[config.mk]
export PLATFORM = sky130hd
export DESIGN_NAME = data_demux
export DESIGN_NICKNAME = d
export VERILOG_FILES = /design/src/rtl/data_demux.sv
export SDC_FILE = /design/constraint.sdc
export NUM_CORES = 1
export LEC_CHECK = 0
export ABC_CLOCK_PERIOD_IN_PS = 8640
export CAP_MARGIN = 20
export CORE_AREA = 2 2 142 102
export DETAILED_ROUTE_END_ITERATION = 10
export DIE_AREA = 0 0 144 104
export DONT_BUFFER_PORTS = 1
export SYNTH_ARGS = -nofsm -noshare
export SYNTH_HDL_FRONTEND = slang
export SYNTH_SLANG_ARGS = --single-unit
[constraint.sdc]
create_clock -name CLK -period 8.64 [get_ports CLK]
set_clock_uncertainty 0.1 [all_clocks]
set_input_delay 2.592 -clock CLK [delete_from_list [all_inputs] [get_ports CLK]]
set_output_delay 2.592 -clock CLK [all_outputs]
set_load 0.01 [all_outputs]
[src/rtl/data_demux.sv]
// Routing demultiplexer: one valid/ready input stream steered by DATAI[SEL_BIT]
// into two independent show-ahead FIFO channels, each with a delivered-word counter.
`timescale 1ns/1ps

module data_demux_ch #(
    parameter int WIDTH = 32,
    parameter int DEPTH = 2
) (
    input  logic             CLK,
    input  logic             RST,
    input  logic             push,
    input  logic [WIDTH-1:0] din,
    output logic             full,
    output logic [WIDTH-1:0] dout,
    output logic             valid,
    input  logic             ready,
    output logic [7:0]       cnt
);
    localparam int AW = $clog2(DEPTH);
    localparam logic [AW:0] FULL_LEVEL = (AW+1)'(DEPTH);

    logic [WIDTH-1:0] mem [DEPTH];
    logic [AW-1:0]    wr_ptr;
    logic [AW-1:0]    rd_ptr;
    logic [AW:0]      count;
    logic             pop;

    assign full  = (count == FULL_LEVEL);
    assign valid = (count != '0);
    assign dout  = mem[rd_ptr];
    assign pop   = valid & ready;

    always_ff @(posedge CLK or posedge RST) begin
        if (RST) begin
            wr_ptr <= '0;
            rd_ptr <= '0;
            count  <= '0;
            cnt    <= '0;
            // NOTE: storage is reset too, so DATAOx reads 0 while the channel is empty after reset.
            for (int i = 0; i < DEPTH; i++) begin
                mem[i] <= '0;
            end
        end else begin
            // NOTE: non-blocking updates let push and pop both see this cycle's pointers.
            if (push) begin
                mem[wr_ptr] <= din;
                wr_ptr      <= wr_ptr + 1'b1;
            end
            if (pop) begin
                rd_ptr <= rd_ptr + 1'b1;
                cnt    <= cnt + 1'b1;
            end
            unique case ({push, pop})
                2'b10:   count <= count + 1'b1;
                2'b01:   count <= count - 1'b1;
                default: ;
            endcase
        end
    end
endmodule

module data_demux #(
    parameter int WIDTH   = 32,
    parameter int SEL_BIT = 2,
    parameter int DEPTH   = 2
) (
    input  logic             CLK,
    input  logic             RST,
    input  logic [WIDTH-1:0] DATAI,
    input  logic             VALIDI,
    output logic             READYI,
    output logic [WIDTH-1:0] DATAO0,
    output logic             VALIDO0,
    input  logic             READYO0,
    output logic [WIDTH-1:0] DATAO1,
    output logic             VALIDO1,
    input  logic             READYO1,
    output logic [7:0]       CNT0,
    output logic [7:0]       CNT1
);
    logic sel;
    logic full0;
    logic full1;
    logic push0;
    logic push1;

    // Ready looks only at the target channel's registered level: a full channel
    // refuses even when it is popping this cycle.
    assign sel    = DATAI[SEL_BIT];
    assign READYI = sel ? ~full0 : ~full1;
    assign push0  = VALIDI & READYI & sel;
    assign push1  = VALIDI & READYI & ~sel;

    data_demux_ch #(.WIDTH(WIDTH), .DEPTH(DEPTH)) u_ch0 (
        .CLK   (CLK),
        .RST   (RST),
        .push  (push0),
        .din   (DATAI),
        .full  (full0),
        .dout  (DATAO0),
        .valid (VALIDO0),
        .ready (READYO0),
        .cnt   (CNT0)
    );

    data_demux_ch #(.WIDTH(WIDTH), .DEPTH(DEPTH)) u_ch1 (
        .CLK   (CLK),
        .RST   (RST),
        .push  (push1),
        .din   (DATAI),
        .full  (full1),
        .dout  (DATAO1),
        .valid (VALIDO1),
        .ready (READYO1),
        .cnt   (CNT1)
    );
endmodule
==> results.txt, run 1 <==
multi-input combinational cell area: 2770 µm²
pre-CTS WS: 3090 ps
register area: 3810 µm²
post-synthesis mux area share: 33.3%
flip-flop and latch count after synthesis: 152
Vias/cell: 5.35
Compound-Gate Fraction of Synth Area: 0.224%
Antenna Nets Post-Route: 0
HPWL after detailed placement: 7910 µm
Setup Buffers After CTS: 0
RSZ-0062 raised after global routing: false
largest net degree at the start of global routing: 94
clock-pin slew on the worst setup and hold paths: 60 ps
Crit Path Category: in -> out
Area contributors post-synth: dfrtp_1, mux2_2, mux2_4
maxcap violations: 0
initial antenna violation count: 0
number of global-route vias before repair: 3746
status: finished clean
Core Box Area: 13600 µm²
pwr/cell area: 421 nW/µm²
warnings from Yosys: 0
Residual DRC: 0
min Tclk post-route: 5540 ps
top-area cell type share of the netlist area: 56.8%
period utilization: 64.2%
ant diodes: 0
Die W: 144 µm
Layout area overhead: 12.0%
# rows: 36
Fill cells: 1113
die area: 15000 µm²
Final GP Congestion: 0.722
Synth Area in Adders: 0.748%
Clock Tree Buf Depth: 2
drt first pass iters: 4
Post-Syn Instances: 444
synth unique cells: 26
crit path capture type: primary output
worst path arrival time: 2850 ps
WP buf/inv: 0
post-DR wirelength/cell: 19.9 µm
commonest non-fill, non-tap cell in the layout: mux2_2
DRT iter0 DRCs: 143
static leakage: 3.30 nW
final hold violation count: 0
Worst-Skew Late Latency: 410 ps
Mapped Nets: 485
Final nets: 486
CP Launch Type: input port
first-pass GRT wire length: 20800 µm
Final WS setup: 3100 ps
area of the mapped netlist: 6690 µm²
CP max FO: 6
CTS tree: yes
f_max: 180 MHz
Sink Count: 152
CP max stage cell: a21oi_1
WL final: 12900 µm
CTS root buf: clkbuf_16
# IOs: 120
share of cells above drive strength 1: 50.1%
Rel. slew slack: 37.5%
dominant combinational cell family by area after synthesis: multiplexers
GRT Util Overall: 18.5%
total CTS buffers: 17
Hold WC Path Type: reg -> reg
max-slew violations: 0
Via Count: 3459
CTS resizes: 0
post-synth top area cell: dfrtp_1
Synth Area in Simple Gates: 3.78%
die height: 104 µm
Syn Area/Cell: 15.1 µm²
setup violators final: 0
starting density of the core: 49.0%
sequential share of the synthesized area: 56.8%
CTS H-tree lvls: 4
Cell Chain, Critical Path: nor2_1 > a21oi_1
family with the most delay on the worst path: compound AO/OA/AOI/OAI gates
number of port buffers: 0
xor/xnor cell area share of the yosys netlist: 3.14%
cts hold-fix bufs: 0
commonest non-fill, non-tap cells in the layout: mux2_2, dfrtp_1, mux2_4
remaining global-route overflow: 0
setup tns final: 0 ps
largest stage delay on the critical path: 230 ps
Slew @ Worst Pin: 937 ps
Critical Path RT: 5950 ps
Max VDD drop: 210 µV
==> kinds of logic (layout without fill, tap and decap cells) <==
logic type	after synthesis	in the layout
xor+xnor	24	24
mux	188	188
simple gates	47	47
flops	152	152
buf+inv	26	39
fa+ha+maj	4	4
compound gates	3	3
==> power by group <==
group / switching [mW] / leakage [nW] / internal (mW) / total, mW
Sequential: 0.291 / 1.82 / 1.06 / 1.35
Clock: 0.271 / 0.316 / 0.510 / 0.781
Combinational: 0.438 / 1.17 / 0.586 / 1.02
==> through the flow <==
stage	hold slack (ps)	instances	instance area [µm²]	util, %	power, mW
after floorplan	328	444	6690	-	2.17
after global placement	344	616	6860	50.3	2.35
after detailed placement	351	616	6860	50.3	2.40
after CTS	364	647	7490	54.9	3.19
after global routing	403	647	7490	54.9	3.34
final	366	647	7490	54.9	3.15
==> layer usage <==
layer	vias to the layer above	global-route usage [%]	wire length, µm
met5	-	0	0
met4	0	5.95	63
met3	8	7.14	876
met2	86	27.3	5910
met1	1803	25.2	6010
li1	1562	-	-
==> area by class of cell <==
class	instances	share of cell area (%)
clock inverters	9	1.94
clock buffers	22	6.46
repair buffers	5	0.501
inverters	3	0.217
multi-input cells	266	36.9
flip-flops and latches	152	50.8
well taps	190	3.17
==> sequential cells by signal, indices dropped and copies added, names as in the netlist, 2 cells and up <==
register and flops:
u_ch0.count 2, u_ch0.mem 64, u_ch0.cnt 8, u_ch1.cnt 8, u_ch1.count 2, u_ch1.mem 64
==> path summary, 6_finish.rpt <==
check / startpoint / to / slack (ps) / cells after the start
max in group asynchronous: RST / u_ch1.mem[16]$_DFFE_PP0P_ / 5070 / 2
worst min register to register: u_ch0.mem[2]$_DFFE_PP0P_ / u_ch0.mem[2]$_DFFE_PP0P_ / 370 / 1
worst max register to register: u_ch0.count[0]$_DFFE_PP0P_ / u_ch0.count[1]$_DFFE_PP0P_ / 6560 / 5
min in group asynchronous: RST / u_ch1.cnt[1]$_DFFE_PP0P_ / 2100 / 1
worst min-delay path: u_ch0.mem[2]$_DFFE_PP0P_ / u_ch0.mem[2]$_DFFE_PP0P_ / 370 / 1
worst max-delay path: DATAI[2] / READYI / 3100 / 2
==> Yosys cell counts <==
| master | number |
|---|---|
| a21oi_1 | 1 |
| and2_1 | 1 |
| and3_1 | 1 |
| buf_2 | 12 |
| buf_6 | 3 |
| clkbuf_1 | 8 |
| dfrtp_1 | 152 |
| ha_1 | 4 |
| inv_1 | 3 |
| mux2_1 | 3 |
| mux2_2 | 156 |
| mux2_4 | 29 |
| nand2_1 | 13 |
| nand2b_1 | 5 |
| nand3_1 | 3 |
| nand4_1 | 6 |
| nor2_1 | 4 |
| nor2b_1 | 3 |
| nor3_1 | 4 |
| nor3_2 | 2 |
| nor4_1 | 1 |
| o21ai_1 | 2 |
| or2_2 | 3 |
| or3b_1 | 1 |
| xnor2_1 | 16 |
| xor2_1 | 8 |
(Power assumes the default switching activity.)
==> run 2, diff against run 1 <==
--- a/config.mk
+++ b/config.mk
@@ -5,12 +5,13 @@
 export SDC_FILE = /design/constraint.sdc
 export NUM_CORES = 1
 export LEC_CHECK = 0
-export ABC_CLOCK_PERIOD_IN_PS = 8640
+export ABC_CLOCK_PERIOD_IN_PS = 4690
 export CAP_MARGIN = 20
 export CORE_AREA = 2 2 142 102
 export DETAILED_ROUTE_END_ITERATION = 10
 export DIE_AREA = 0 0 144 104
 export DONT_BUFFER_PORTS = 1
+export PLACE_DENSITY = 0.67
 export SYNTH_ARGS = -nofsm -noshare
 export SYNTH_HDL_FRONTEND = slang
 export SYNTH_SLANG_ARGS = --single-unit
==> constraint.sdc (replaced) <==
create_clock -name CLK -period 4.69 [get_ports CLK]
set_clock_uncertainty 0.1 [all_clocks]
set_input_delay 1.407 -clock CLK [delete_from_list [all_inputs] [get_ports CLK]]
set_output_delay 1.407 -clock CLK [all_outputs]
set_load 0.01 [all_outputs]
==> run 2 against run 1 <==
Sequential share of layout area is 0.20 points higher. Routed wire length hardly changed. Highest routed layer unchanged. Die area stayed put. Sequential power is 84% higher. First-iteration DRC count is 34% lower. Hold slack better by 2.7 ps. Via count is 0.29% higher. Sequential cell count stayed put. Non-clock buffer count is 1 higher. Critical path depth is 1 lower. Utilization is 0.21 points lower.
==> results.txt, run 2 (synthesized netlist as in run 1, its figures left out) <==
Final nets: 487
family with the most delay on the worst path: flip-flops
met1 Use GR: 25.3%
Final WS setup: 1320 ps
Final Core Density: 54.7%
WP buf/inv: 0
worst path arrival time: 1860 ps
clock-pin slew on the worst setup and hold paths: 60 ps
RSZ-0062 raised after global routing: false
Vias/cell: 5.35
cts hold-fix bufs: 0
crit path capture type: primary output
Sink Count: 152
Hold WC Path Type: reg -> reg
die height: 104 µm
largest net degree at the start of global routing: 85
# IOs: 120
CP max FO: 33
register area: 3810 µm²
CTS H-tree lvls: 4
Setup Buffers After CTS: 0
multi-input combinational cell area: 2770 µm²
setup tns final: 0 ps
# rows: 36
final hold violation count: 0
Slew @ Worst Pin: 929 ps
Rel. slew slack: 38.1%
post-DR wirelength/cell: 19.8 µm
hold depth: 1
maxcap violations: 0
Antenna Nets Post-Route: 0
met3 track demand over resource: 7.23%
status: finished clean
Clock Tree Buf Depth: 2
static leakage: 3.28 nW
Core Box Area: 13600 µm²
Critical Path RT: 3180 ps
largest stage delay on the critical path: 970 ps
min Tclk post-route: 3370 ps
CP Launch Type: flip-flop
Via Count: 3469
Die W: 144 µm
period utilization: 71.8%
commonest non-fill, non-tap cell in the layout: mux2_2
Register-to-Register Path Depth: 4
biggest regs: u_ch0.mem: 64 flops, u_ch1.mem: 64 flops
ant diodes: 0
CTS tree: yes
Layout area overhead: 11.5%
Final Power: 5.72 mW
Levels on crit path: 1
number of port buffers: 0
Cell Chain, Critical Path: mux2_2
Final GP Congestion: 0.730
max-slew violations: 0
drt first pass iters: 4
Max VDD drop: 384 µV
f_max: 297 MHz
CP max stage cell: dfrtp_2
setup violators final: 0
first-pass GRT wire length: 20600 µm
commonest non-fill, non-tap cells in the layout: mux2_2, dfrtp_1, mux2_4
die area: 15000 µm²
number of global-route vias before repair: 3713
pwr/cell area: 766 nW/µm²
pre-CTS WS: 1500 ps
Crit Path Category: reg -> out
starting density of the core: 49.0%
Fill cells: 1062
WL final: 12900 µm
Worst-Skew Late Latency: 410 ps
share of cells above drive strength 1: 50.2%
initial antenna violation count: 0
remaining global-route overflow: 0
CTS root buf: clkbuf_16
GRT busiest layer: met2
DRT iter0 DRCs: 95
GRT Util Overall: 18.1%
CTS resizes: 0
met2 usage: 26.4%
Residual DRC: 0
total CTS buffers: 17
HPWL after detailed placement: 8250 µm
run 2: cell count changes in the layout (fill, tap and decap cells not counted):
cell,change
buf_12,+1
bufinv_16,-2
clkinv_2,+1
clkinvlp_4,+2
inv_6,-1
run 2: metal layers:
metal,routed length [µm],vias up
met5,0,-
met4,114,0
met3,920,11
met2,5810,87
met1,6020,1801
li1,-,1570
run 2: layout make-up:
cell class | instances | area share [%]
sequential | 152 | 51.0
multi-input combinational | 266 | 37.1
clock buffer | 22 | 6.49
tap | 190 | 3.18
clock inverter | 9 | 1.31
timing repair buffer | 6 | 0.771
inverter | 3 | 0.201
run 2: final timing paths:
check	slack, ps	start	end
max	1320	u_ch0.rd_ptr$_DFFE_PP0P_	DATAO0[13]
max in group asynchronous	2690	RST	u_ch0.mem[16]$_DFFE_PP0P_
max reg2reg	2360	u_ch0.count[1]$_DFFE_PP0P_	u_ch0.mem[47]$_DFFE_PP0P_
min	370	u_ch0.mem[34]$_DFFE_PP0P_	u_ch0.mem[34]$_DFFE_PP0P_
min reg2reg	370	u_ch0.mem[34]$_DFFE_PP0P_	u_ch0.mem[34]$_DFFE_PP0P_
min in group asynchronous	890	RST	u_ch0.mem[31]$_DFFE_PP0P_
run 2: power by group:
group,total (mW),switching [mW],internal [mW]
registers,2.48,0.534,1.95
clock network,1.34,0.509,0.831
logic,1.90,0.815,1.08
run 2: stage by stage:
stage	cell area, µm²	std cells	hold slack (ps)
finish	7460	648	369
global route	7460	648	396
CTS	7460	648	374
detailed placement	6880	617	360
global placement	6880	617	348
floorplan	6700	444	328
==> run 3, diff against run 2 <==
--- a/config.mk
+++ b/config.mk
@@ -5,13 +5,12 @@
 export SDC_FILE = /design/constraint.sdc
 export NUM_CORES = 1
 export LEC_CHECK = 0
-export ABC_CLOCK_PERIOD_IN_PS = 4690
+export ABC_CLOCK_PERIOD_IN_PS = 3100
 export CAP_MARGIN = 20
 export CORE_AREA = 2 2 142 102
 export DETAILED_ROUTE_END_ITERATION = 10
 export DIE_AREA = 0 0 144 104
 export DONT_BUFFER_PORTS = 1
-export PLACE_DENSITY = 0.67
 export SYNTH_ARGS = -nofsm -noshare
 export SYNTH_HDL_FRONTEND = slang
 export SYNTH_SLANG_ARGS = --single-unit
==> constraint.sdc (replaced) <==
create_clock -name CLK -period 3.1 [get_ports CLK]
set_clock_uncertainty 0.1 [all_clocks]
set_input_delay 0.93 -clock CLK [delete_from_list [all_inputs] [get_ports CLK]]
set_output_delay 0.93 -clock CLK [all_outputs]
set_load 0.01 [all_outputs]
==> run 3 against run 2 <==
Hold slack worse by 1.1 ps. Non-clock buffer count up 6. Design area grew 1.6%. Global-route usage up 0.45 points. Via count grew 1.5%. Critical endpoint is now DATAO0[30]. Highest routed layer unchanged.
==> results.txt, run 3 (synthesized netlist as in run 1, its figures left out) <==
status: finished clean
Hold WC Path Type: reg -> reg
commonest non-fill, non-tap cells in the layout: mux2_2, dfrtp_1, mux2_4
Pint: 6.04 mW
Inst Count DP: 623
WP buf/inv: 1
setup violators final: 0
maxcap violations: 0
commonest non-fill, non-tap cell in the layout: mux2_2
Vias/cell: 5.37
Psw: 2.81 mW
WL final: 13000 µm
number of port buffers: 0
CP max stage cell: dfrtp_2
# IOs: 120
Final Power: 8.85 mW
crit path capture type: primary output
ant diodes: 0
DRT iter0 DRCs: 124
Sw Ratio: 31.7%
Antenna Nets Post-Route: 0
f_max: 373 MHz
max-slew violations: 0
starting density of the core: 49.0%
CTS H-tree lvls: 4
Layout area overhead: 13.3%
CTS root buf: clkbuf_16
Worst-Skew Late Latency: 410 ps
drt first pass iters: 4
first-pass GRT wire length: 20900 µm
worst path arrival time: 1650 ps
Flop pwr share: 41.1%
static leakage: 3.33 nW
Core Box Area: 13600 µm²
period utilization: 86.5%
die height: 104 µm
clock-pin slew on the worst setup and hold paths: 60 ps
Residual DRC: 0
Max VDD drop: 486 µV
Cell Chain, Critical Path: buf_12 > mux2_2
Final GP Congestion: 0.739
CTS tree: yes
post-DR wirelength/cell: 19.9 µm
Cell Count, Final, Fillers Out: 655
CP Launch Type: flip-flop
family with the most delay on the worst path: flip-flops
remaining global-route overflow: 0
Die W: 144 µm
die area: 15000 µm²
Setup Buffers After CTS: 0
pre-CTS WS: 634 ps
# rows: 36
Slew @ Worst Pin: 839 ps
Critical Path RT: 2070 ps
CTS resizes: 0
initial antenna violation count: 0
CP max FO: 17
Clock Tree Buf Depth: 2
Final nets: 493
final hold violation count: 0
Clk pwr share: 24.4%
setup tns final: 0 ps
total CTS buffers: 17
cts hold-fix bufs: 0
RSZ-0062 raised after global routing: false
pwr/cell area: 1170 nW/µm²
min Tclk post-route: 2680 ps
HPWL after detailed placement: 8420 µm
largest net degree at the start of global routing: 153
Final WS setup: 418 ps
GRT Util Overall: 18.5%
Via Count: 3520
number of global-route vias before repair: 3778
largest stage delay on the critical path: 600 ps
Rel. slew slack: 44.1%
Fill cells: 1124
biggest regs: u_ch0.mem: 64 flops, u_ch1.mem: 64 flops
Sink Count: 152
Comb pwr share: 34.4%
share of cells above drive strength 1: 50.8%
Crit Path Category: reg -> out
[run 3: changes by cell type in the layout (fill, tap and decap cells not counted), sizes merged]
cell	previous run	this run
clkbuf	22	25
bufinv	2	3
clkinv	6	3
buf	6	12
[run 3: power by group through the flow]
| stage | clock (mW) | combinational [mW] | sequential [mW] |
|---|---|---|---|
| 4_1_cts | 2.21 | 3.12 | 3.64 |
| 5_1_grt | 2.32 | 3.29 | 3.78 |
| 6_report | 2.16 | 3.05 | 3.64 |
| 3_3_place_gp | 0 | 3.03 | 3.61 |
| 2_1_floorplan | 0 | 2.67 | 3.38 |
| 3_5_place_dp | 0 | 3.10 | 3.66 |
[run 3: worst reg2reg max path, delay by kind of cell, from the launching register on]
| kind | cells | cell delay [ps] |
|---|---|---|
| buffers and inverters | 1 | 200 |
| XOR/XNOR | 2 | 320 |
| AO/OA/AOI/OAI | 1 | 490 |
| flip-flops | 1 | 450 |
| adder cells (fa/ha/maj) | 1 | 260 |
| AND/OR/NAND/NOR | 1 | 150 |
[run 3: final cells by class]
| cell class | count | area [µm²] | area share (%) |
|---|---|---|---|
| tap | 190 | 238 | 3.14 |
| timing repair buffer | 12 | 128 | 1.68 |
| inverter | 3 | 15.0 | 0.198 |
| clock buffer | 25 | 515 | 6.80 |
| multi-input combinational | 266 | 2770 | 36.5 |
| sequential | 152 | 3810 | 50.2 |
| clock inverter | 7 | 113 | 1.49 |
[run 3: worst paths after layout]
kind                                             from                         end  slack, ps  cells after the start
max in group asynchronous                         RST   u_ch1.mem[55]$_DFFE_PP0P_       1760                      2
hold / removal               u_ch0.mem[2]$_DFFE_PP0P_    u_ch0.mem[2]$_DFFE_PP0P_        370                      1
setup / recovery             u_ch0.rd_ptr$_DFFE_PP0P_                  DATAO0[30]        420                      2
min in group asynchronous                         RST   u_ch0.mem[26]$_DFFE_PP0P_        500                      2
hold reg to reg              u_ch0.mem[2]$_DFFE_PP0P_    u_ch0.mem[2]$_DFFE_PP0P_        370                      1
setup reg to reg           u_ch0.count[0]$_DFFE_PP0P_  u_ch0.count[1]$_DFFE_PP0P_       1040                      6
[run 3: routing by layer]
metal	share of wire (%)	GRT usage, %	vias to the layer above
met4	1.1	6.09	0
met1	46	25.0	1855
li1	-	-	1572
met5	0	0	-
met2	45	27.1	81
met3	7.6	7.92	12
[run 3: stage by stage]
stage | utilization (%) | hold WS [ps] | area [µm²]
after detailed placement | 50.9 | 351 | 6950
after floorplan | - | 328 | 6700
after CTS | 55.5 | 368 | 7580
final | 55.5 | 368 | 7580
after global placement | 50.9 | 344 | 6950
after global routing | 55.5 | 382 | 7580
